### src/rtl/sub_pkg.sv
// Shared types and sizing helpers for the serial subtractor.
// Default-geometry constants describe the 16-bit adder companion configuration.
package sub_pkg;

    typedef enum logic [1:0] {
        IDLE,
        RUN,
        DONE
    } state_t;

    function automatic int ndig(input int c_w, input int digit_w);
        return (c_w + digit_w - 1) / digit_w;
    endfunction

    localparam int A_W_DEF     = 16;
    localparam int C_W_DEF     = A_W_DEF + 1;
    localparam int DIGIT_W_DEF = 4;
    localparam int NDIG        = ndig(C_W_DEF, DIGIT_W_DEF);
    localparam int PAD_W       = NDIG * DIGIT_W_DEF;

endpackage

### src/rtl/digit_sub.sv
// One digit of the borrow chain: {bout, diff} = x - y - bin.
// The extra top bit of the W+1 wide difference is the borrow out.
module digit_sub #(
    parameter int W = 4
) (
    input  logic [W-1:0] x,
    input  logic [W-1:0] y,
    input  logic         bin,
    output logic [W-1:0] diff,
    output logic         bout
);

    logic [W:0] full;

    always_comb begin
        full = {1'b0, x} - {1'b0, y} - {{W{1'b0}}, bin};
        diff = full[W-1:0];
        bout = full[W];
    end

endmodule

### src/rtl/serial_subtractor.sv
// Digit-serial b = c - a with valid/ready handshakes on both sides.
// Recovers the adder's second operand and flags results that do not fit A_W bits.
module serial_subtractor
    import sub_pkg::*;
#(
    parameter int A_W     = A_W_DEF,
    parameter int DIGIT_W = DIGIT_W_DEF
) (
    input  logic           clk,
    input  logic           rst,
    input  logic           in_valid,
    output logic           in_ready,
    input  logic [A_W:0]   c,
    input  logic [A_W-1:0] a,
    output logic           out_valid,
    input  logic           out_ready,
    output logic [A_W-1:0] b,
    output logic           underflow,
    output logic           overflow
);

    localparam int C_W      = A_W + 1;
    localparam int NUM_DIG  = ndig(C_W, DIGIT_W);
    localparam int PAD_BITS = NUM_DIG * DIGIT_W;
    localparam int CNT_W    = $clog2(NUM_DIG + 1);

    state_t               state;
    state_t               state_next;
    logic [PAD_BITS-1:0]  c_sh;
    logic [PAD_BITS-1:0]  a_sh;
    logic [PAD_BITS-1:0]  diff_sh;
    logic [PAD_BITS-1:0]  diff_next;
    logic                 borrow;
    logic [CNT_W-1:0]     cnt;
    logic                 last_digit;
    logic [DIGIT_W-1:0]   digit;
    logic                 bout;

    digit_sub #(.W(DIGIT_W)) u_digit (
        .x    (c_sh[DIGIT_W-1:0]),
        .y    (a_sh[DIGIT_W-1:0]),
        .bin  (borrow),
        .diff (digit),
        .bout (bout)
    );

    // New digit enters at the top so the LSD ends up at bit 0 after NUM_DIG shifts.
    assign diff_next  = (PAD_BITS'(digit) << (PAD_BITS - DIGIT_W)) | (diff_sh >> DIGIT_W);
    assign last_digit = (cnt == CNT_W'(NUM_DIG - 1));

    always_ff @(posedge clk) begin
        if (rst) begin
            state <= IDLE;
        end else begin
            state <= state_next;
        end
    end

    always_comb begin
        state_next = state;
        in_ready   = 1'b0;
        out_valid  = 1'b0;
        case (state)
            IDLE: begin
                in_ready = 1'b1;
                if (in_valid) state_next = RUN;
            end
            RUN: begin
                if (last_digit) state_next = DONE;
            end
            DONE: begin
                out_valid = 1'b1;
                if (out_ready) state_next = IDLE;
            end
            default: state_next = IDLE;
        endcase
    end

    always_ff @(posedge clk) begin
        if (rst) begin
            c_sh      <= '0;
            a_sh      <= '0;
            diff_sh   <= '0;
            borrow    <= 1'b0;
            cnt       <= '0;
            b         <= '0;
            underflow <= 1'b0;
            overflow  <= 1'b0;
        end else begin
            case (state)
                IDLE: begin
                    if (in_valid) begin
                        c_sh   <= PAD_BITS'(c);
                        a_sh   <= PAD_BITS'(a);
                        borrow <= 1'b0;
                        cnt    <= '0;
                    end
                end
                RUN: begin
                    c_sh    <= c_sh >> DIGIT_W;
                    a_sh    <= a_sh >> DIGIT_W;
                    diff_sh <= diff_next;
                    borrow  <= bout;
                    cnt     <= cnt + CNT_W'(1);
                    if (last_digit) begin
                        b         <= diff_next[A_W-1:0];
                        underflow <= bout;
                        overflow  <= !bout && diff_next[A_W];
                    end
                end
                default: ;
            endcase
        end
    end

endmodule

### config.mk
export PLATFORM = sky130hd
export DESIGN_NAME = serial_subtractor
export DESIGN_NICKNAME = d
export VERILOG_FILES = /design/src/rtl/sub_pkg.sv /design/src/rtl/digit_sub.sv /design/src/rtl/serial_subtractor.sv
export SDC_FILE = /design/constraint.sdc
export NUM_CORES = 1
export LEC_CHECK = 0
export ABC_AREA = 0
export CAP_MARGIN = 20
export CORE_MARGIN = 2
export CORE_UTILIZATION = 55
export CTS_BUF_LIST = sky130_fd_sc_hd__clkbuf_4 sky130_fd_sc_hd__clkbuf_8
export DETAILED_ROUTE_END_ITERATION = 16
export GPL_ROUTABILITY_DRIVEN = 0
export PLACE_DENSITY = 0.83
export SYNTH_ARGS = -nofsm -noshare
export SYNTH_HDL_FRONTEND = slang
export SYNTH_SLANG_ARGS = --single-unit
### constraint.sdc
create_clock -name clk -period 2.12 [get_ports clk]
set_input_delay 0.424 -clock clk [delete_from_list [all_inputs] [get_ports clk]]
set_output_delay 0.424 -clock clk [all_outputs]
set_load 0.01 [all_outputs]
Yosys cells after proc, flatten, opt, wreduce, memory -nomap -nowiden --
Cells that the tools add are included.
Operators by class: add/sub/neg operators 3, $mul 0, divide/modulo/power cells 0, $lt $le $gt $ge 0, equality and inequality tests 6, shift-type cells 0, multiplexer cells 14, bitwise gates (word level) 1, reductions and logical operators 7
Operator list (number):
- 20-bit one-hot mux with 2 select lines | 2
- 20-bit two-way mux | 2
- 20-bit by 16-bit OR with 20-bit output | 1
- 2-bit two-way mux | 3
- 2-bit != test (second input constant) | 3
- 2-bit one-hot mux with 3 select lines | 1
- 3-bit one-hot mux with 2 select lines | 1
- 4-bit by 4-bit subtractor with 5-bit output | 1
- 5-bit by 1-bit subtractor with 5-bit output | 1
- 2-bit AND reduction | 2
- 3-bit by 1-bit adder with 3-bit output (second input constant) | 1
- 3-bit equality test (second input constant) | 1
- 1-bit two-way mux | 3
- 3-bit two-way mux | 1
- 3-bit AND reduction | 1
- 2-bit by 1-bit equality test with 1-bit output (second input constant) | 1
- 2-bit equality test (second input constant) | 1
- 2-bit logical NOT | 1
- 1-bit one-hot mux with 2 select lines | 1
- 2-bit nonzero test | 1
- 1-bit logical AND | 1
- 1-bit logical NOT | 1
Storage, ports and cells: bits in registers 84, bits in latches 0, bits in writable memories 0, bits in read-only memories 0, bits of input ports 37, output and inout bits 20, word-level logic and storage cells 40, memories kept 0

Depth between registers and ports, before layout --
word-level depth 4, depth in mapped cells 8, mapped depth without buffers 8

Modules after synthesis --
Synthesis repeated with hierarchy kept, for this count alone.
Second synthesis, totals: cells, all modules 397, area total of the unflattened synthesis 3300.7 µm²
Modules (own cells, without submodules):
- serial_subtractor | times used 1, cells each 373, area an instance 3093.0 µm², seq. area each 1461.4 µm²
- digit_sub | times used 1, cells each 24, area an instance 207.7 µm², seq. area each 0.0 µm²

Least setup slack after synthesis --
OpenSTA, ideal clock, no wires.
kind register to register, start register a_sh[0], end register borrow, library setup time 0.135 ns, data arrival time 1.814 ns, required time 1.985 ns, path slack 0.171 ns, stages on the path, launching flop included 8, buffers on the path 0, clock period less this slack 1.949 ns, path through dfxtp_1 > inv_1 > fa_1 > fa_1 > nand2b_1 > a21oi_1 > xnor2_1 > o32ai_1
Between the ends: word-level cells in the longest chain between the ends 3
Ends and longest elaborated chain:
- start, declared | line serial_subtractor.sv:30 | logic [PAD_BITS-1:0] a_sh;
- start signal, assigned | line serial_subtractor.sv:94 | a_sh <= PAD_BITS'(a);
- start signal, assigned | line serial_subtractor.sv:101 | a_sh <= a_sh >> DIGIT_W;
- 4-bit by 4-bit subtractor with 5-bit output | line digit_sub.sv:16 | full = {1'b0, x} - {1'b0, y} - {{W{1'b0}}, bin};
- 5-bit by 1-bit subtractor with 5-bit output | line digit_sub.sv:16
- 1-bit one-hot mux with 2 select lines | line serial_subtractor.sv:90 | case (state)
- end signal, assigned | line serial_subtractor.sv:103 | borrow <= bout;
- end, declared | line serial_subtractor.sv:33 | logic borrow;
Every way passes these cells. A chain may end at the register's enable or synchronous reset.

Worst setup path in the final report --
start register a_sh[0], end register overflow
Between the ends: word-level cells in the longest chain between the ends 4, elaborated cells on any way between the ends 5, those cells by class add/sub: 2; bitwise: 1; reduce/logical: 2
Ends and longest elaborated chain:
- 4-bit by 4-bit subtractor with 5-bit output * | line digit_sub.sv:16
- 5-bit by 1-bit subtractor with 5-bit output * | line digit_sub.sv:16
- 20-bit by 16-bit OR with 20-bit output or 1-bit logical NOT (tied branches) | line serial_subtractor.sv:48, serial_subtractor.sv:108
- 1-bit logical AND * | line serial_subtractor.sv:108 | overflow <= !bout && diff_next[A_W];
- end signal, assigned | line serial_subtractor.sv:108
- end, declared | line serial_subtractor.sv:19 | output logic overflow
Mark *: on every way between the ends. The rest lies on a longest branch, timed or not.

==> flow_metrics.py <==
metrics = {
    "logic_synthesis": {
        "ys_ff_latch": 73,
        "synth_cells": 387,
        "async_flop_share_pct": 0,
        "syn_nets": 434,
        "postSynthAreaPerCell_um2": 8.584,
        "synth.area.top_cells": "dfxtp_1 44%, a21oi_1 8.6%, o221a_2 8.5%, nand2_1 6.8%, nor2b_1 6.6%",
        "ys_seq_area_share_pct": 43.99,
        "ys_types": 35,
        "yosysMostFrequentCell": "dfxtp_1",
        "synthTopCellsByCount": "73 x dfxtp_1, 60 x nand2_1, 57 x a21oi_1, 41 x nor2_1, 35 x nor2b_1",
        "synth_area_mm2": 0.003322,
        "netlist.area_leader.share_pct": 43.99,
        "synth_top_area_cell": "dfxtp_1",
        "synth_ff_type": "dfxtp_1",
        "yosysWarnings": 0,
        "synth_edf_count": 0,
    },
    "grt": {
        "grt_pass1_wl_um": 12320,
        "grt_antenna_before_repair": 0,
        "grt_max_degree": 48,
        "overflow": 0,
        "grt_pass1_vias": 2792,
        "grt_usage_pct": 24.05,
    },
    "routing": {
        "met1_length_um": 3352,
        "dr.first_iter.drc_count": 149,
        "drcViolationCount": 0,
        "wl_um": 7270,
        "vias_per_cell": 5.479,
        "met3_length_um": 299,
        "dr.pass1.iters": 5,
        "dr_total_vias": 2805,
        "ant_nets": 0,
        "avgRoutedWirePerCell_um": 14.20,
        "dr_wl_met2_um": 3478,
        "highest_layer": "met4",
    },
    "finish": {
        "syn_to_final_growth_pct": 24.37,
        "final_util_pct": 70.20,
        "fin_nets": 479,
        "final_layout_size_suffix_gt1_share_pct": 15.56,
        "antenna_cells": 0,
    },
    "setup_path": {
        "setup.worst_path.class": "reg -> reg",
        "cp-end-kind": "register",
        "cp_max_fo": 3,
        "arrival_ns": 2.30,
        "critPathLaunchType": "register",
        "worstPathRequired_ns": 2.36,
    },
    "power": {
        "pwr_density_cell_mw_per_mm2": 795.2,
        "combPwrFrac_pct": 14.3,
        "switching_share_pct": 24.94,
        "switchingPower_w": 0.0008194,
        "sequentialPowerShare_pct": 45.5,
        "ir_drop_mv": 0.5992,
        "p_int_w": 0.002466,
        "power.leakage_nw": 1.542,
        "clockPowerShare_pct": 40.2,
    },
    "worst_hold_path": {
        "min_path_type": "in -> reg",
    },
    "clocking": {
        "clkTransAtPathRegs_ns": 0.08,
        "clk_latency_ns": 0.35,
        "cts_tree": "done",
        "cts_buffers": 9,
        "htreeDepth": 3,
        "cts_setup_buffers": 0,
        "cts_num_sinks": 73,
        "cts-root-buf": "clkbuf_8",
        "cts_buffer_depth": 2,
    },
    "floorplan": {
        "die_w_um": 81.72,
        "num_io_pins": 57,
        "core_area_mm2": 0.005886,
        "dieHeight_um": 81.72,
        "row_count": 28,
        "floorplan.initialDensity_pct": 56.44,
        "die_area_mm2": 0.006677,
    },
    "job": {
        "cap_violations": 0,
    },
    "timing": {
        "fin_setup_tns_ns": 0,
        "rsz0062_at_grt": "false",
        "drv_slew": 0,
        "finalHoldViolations": 0,
        "fin_crit_sh_pct": 97.04,
        "fin_skew_ns": 0.009418,
        "setup_violations": 0,
        "timing.fmax_mhz": 486.1,
        "min_period_ns": 2.057,
        "worst_pin_slew_ns": 0.6260,
        "slew_headroom_pct": 58.18,
    },
    "placed_design": {
        "dpl.hpwl_um": 4707,
        "port_buffers": 56,
    },
    "run_status": {
        "status": "completed",
    },
}
==> path summary, 6_finish.rpt <==
kind / depth (start not counted) / endpoint / startpoint / slack, ns
worst max-delay path: 7 / overflow / a_sh[0] / 0.06
worst min-delay path: 2 / b[12] / rst / 0.42
worst max register to register: 7 / overflow / a_sh[0] / 0.06
worst min register to register: 2 / b[14] / b[14] / 0.46
==> power groups by stage <==
stage / combinational (W) / clock, W / sequential, W
after detailed placement: 0.000454 / 0 / 0.00152
after CTS: 0.000458 / 0.00133 / 0.00149
after floorplan: 0.000325 / 0 / 0.00151
after global placement: 0.000434 / 0 / 0.00152
after global routing: 0.000528 / 0.00140 / 0.00150
final: 0.000470 / 0.00132 / 0.00149
==> logic make-up after synthesis <==
kind of cell | after synthesis | synth area share [%]
compound gates | 111 | 24.33
xor+xnor | 2 | 0.5274
fa+ha+maj | 10 | 4.219
buf+inv | 43 | 6.252
flops | 73 | 43.99
simple gates | 148 | 20.68
==> placed cells by master, fill, tap and decap left out, types with 2 or more instances in the layout <==
| master | instances |
|---|---|
| buf_4 | 9 |
| inv_1 | 11 |
| clkdlybuf4s50_1 | 55 |
| nand2_1 | 60 |
| o221a_2 | 25 |
| fa_1 | 2 |
| ha_1 | 8 |
| dfxtp_1 | 72 |
| nand2b_1 | 4 |
| a21oi_2 | 10 |
| a21oi_1 | 56 |
| o21ai_0 | 2 |
| a2bb2oi_1 | 8 |
| clkinvlp_4 | 2 |
| clkbuf_8 | 9 |
| a311oi_1 | 2 |
| a211oi_1 | 2 |
| nor2b_1 | 35 |
| bufinv_16 | 3 |
| nor2_1 | 41 |
==> repair_timing <==
item                       in CTS  in global routing
hold buffers                    0                  0
setup endpoints to repair       0                  4
resized for setup               0                  3
==> registers in the layout, summed over array words and instances, names as in the netlist <==
name / count
underflow: 1
overflow: 1
state: 2
b: 16
cnt: 3
borrow: 1
c_sh: 17
diff_sh: 16
a_sh: 16
==> through the flow <==
stage          cells  setup WS, ns  instance area, µm²  hold slack (ns)  total power, W
3_5_place_dp     496       0.03863                3877           0.4481        0.001978
3_3_place_gp     496        0.1174                3877           0.4436        0.001955
4_1_cts          512       0.01406                4120           0.4131        0.003281
2_1_floorplan    387        0.1712                3322           0.4321        0.001831
5_1_grt          512      0.004834                4131           0.4311        0.003432
6_report         512       0.06272                4131           0.4227        0.003285
==> metal layers <==
layer / GRT usage (%) / vias to the layer above
li1: - / 1412
met1: 30.01 / 1315
met2: 40.08 / 63
met5: 0 / -
met4: 10.17 / 0
met3: 5.385 / 15
==> critical path, stage by stage (launching register included) <==
cell and delay, ns:
dfxtp_1 0.34, inv_1 0.06, fa_1 0.43, fa_1 0.43, nand2b_1 0.19, a21oi_2 0.19
xnor2_2 0.10, a32o_1 0.21
==> area by class of cell <==
cell class | count | area [µm²]
tap | 75 | 93.84
inverter | 12 | 45.04
fill | 471 | 1754
timing repair buffer | 65 | 623.1
sequential | 73 | 1463
clock buffer | 9 | 123.9
clock inverter | 7 | 118.9
multi-input combinational | 271 | 1664
Power figures use the tool's default switching activity.
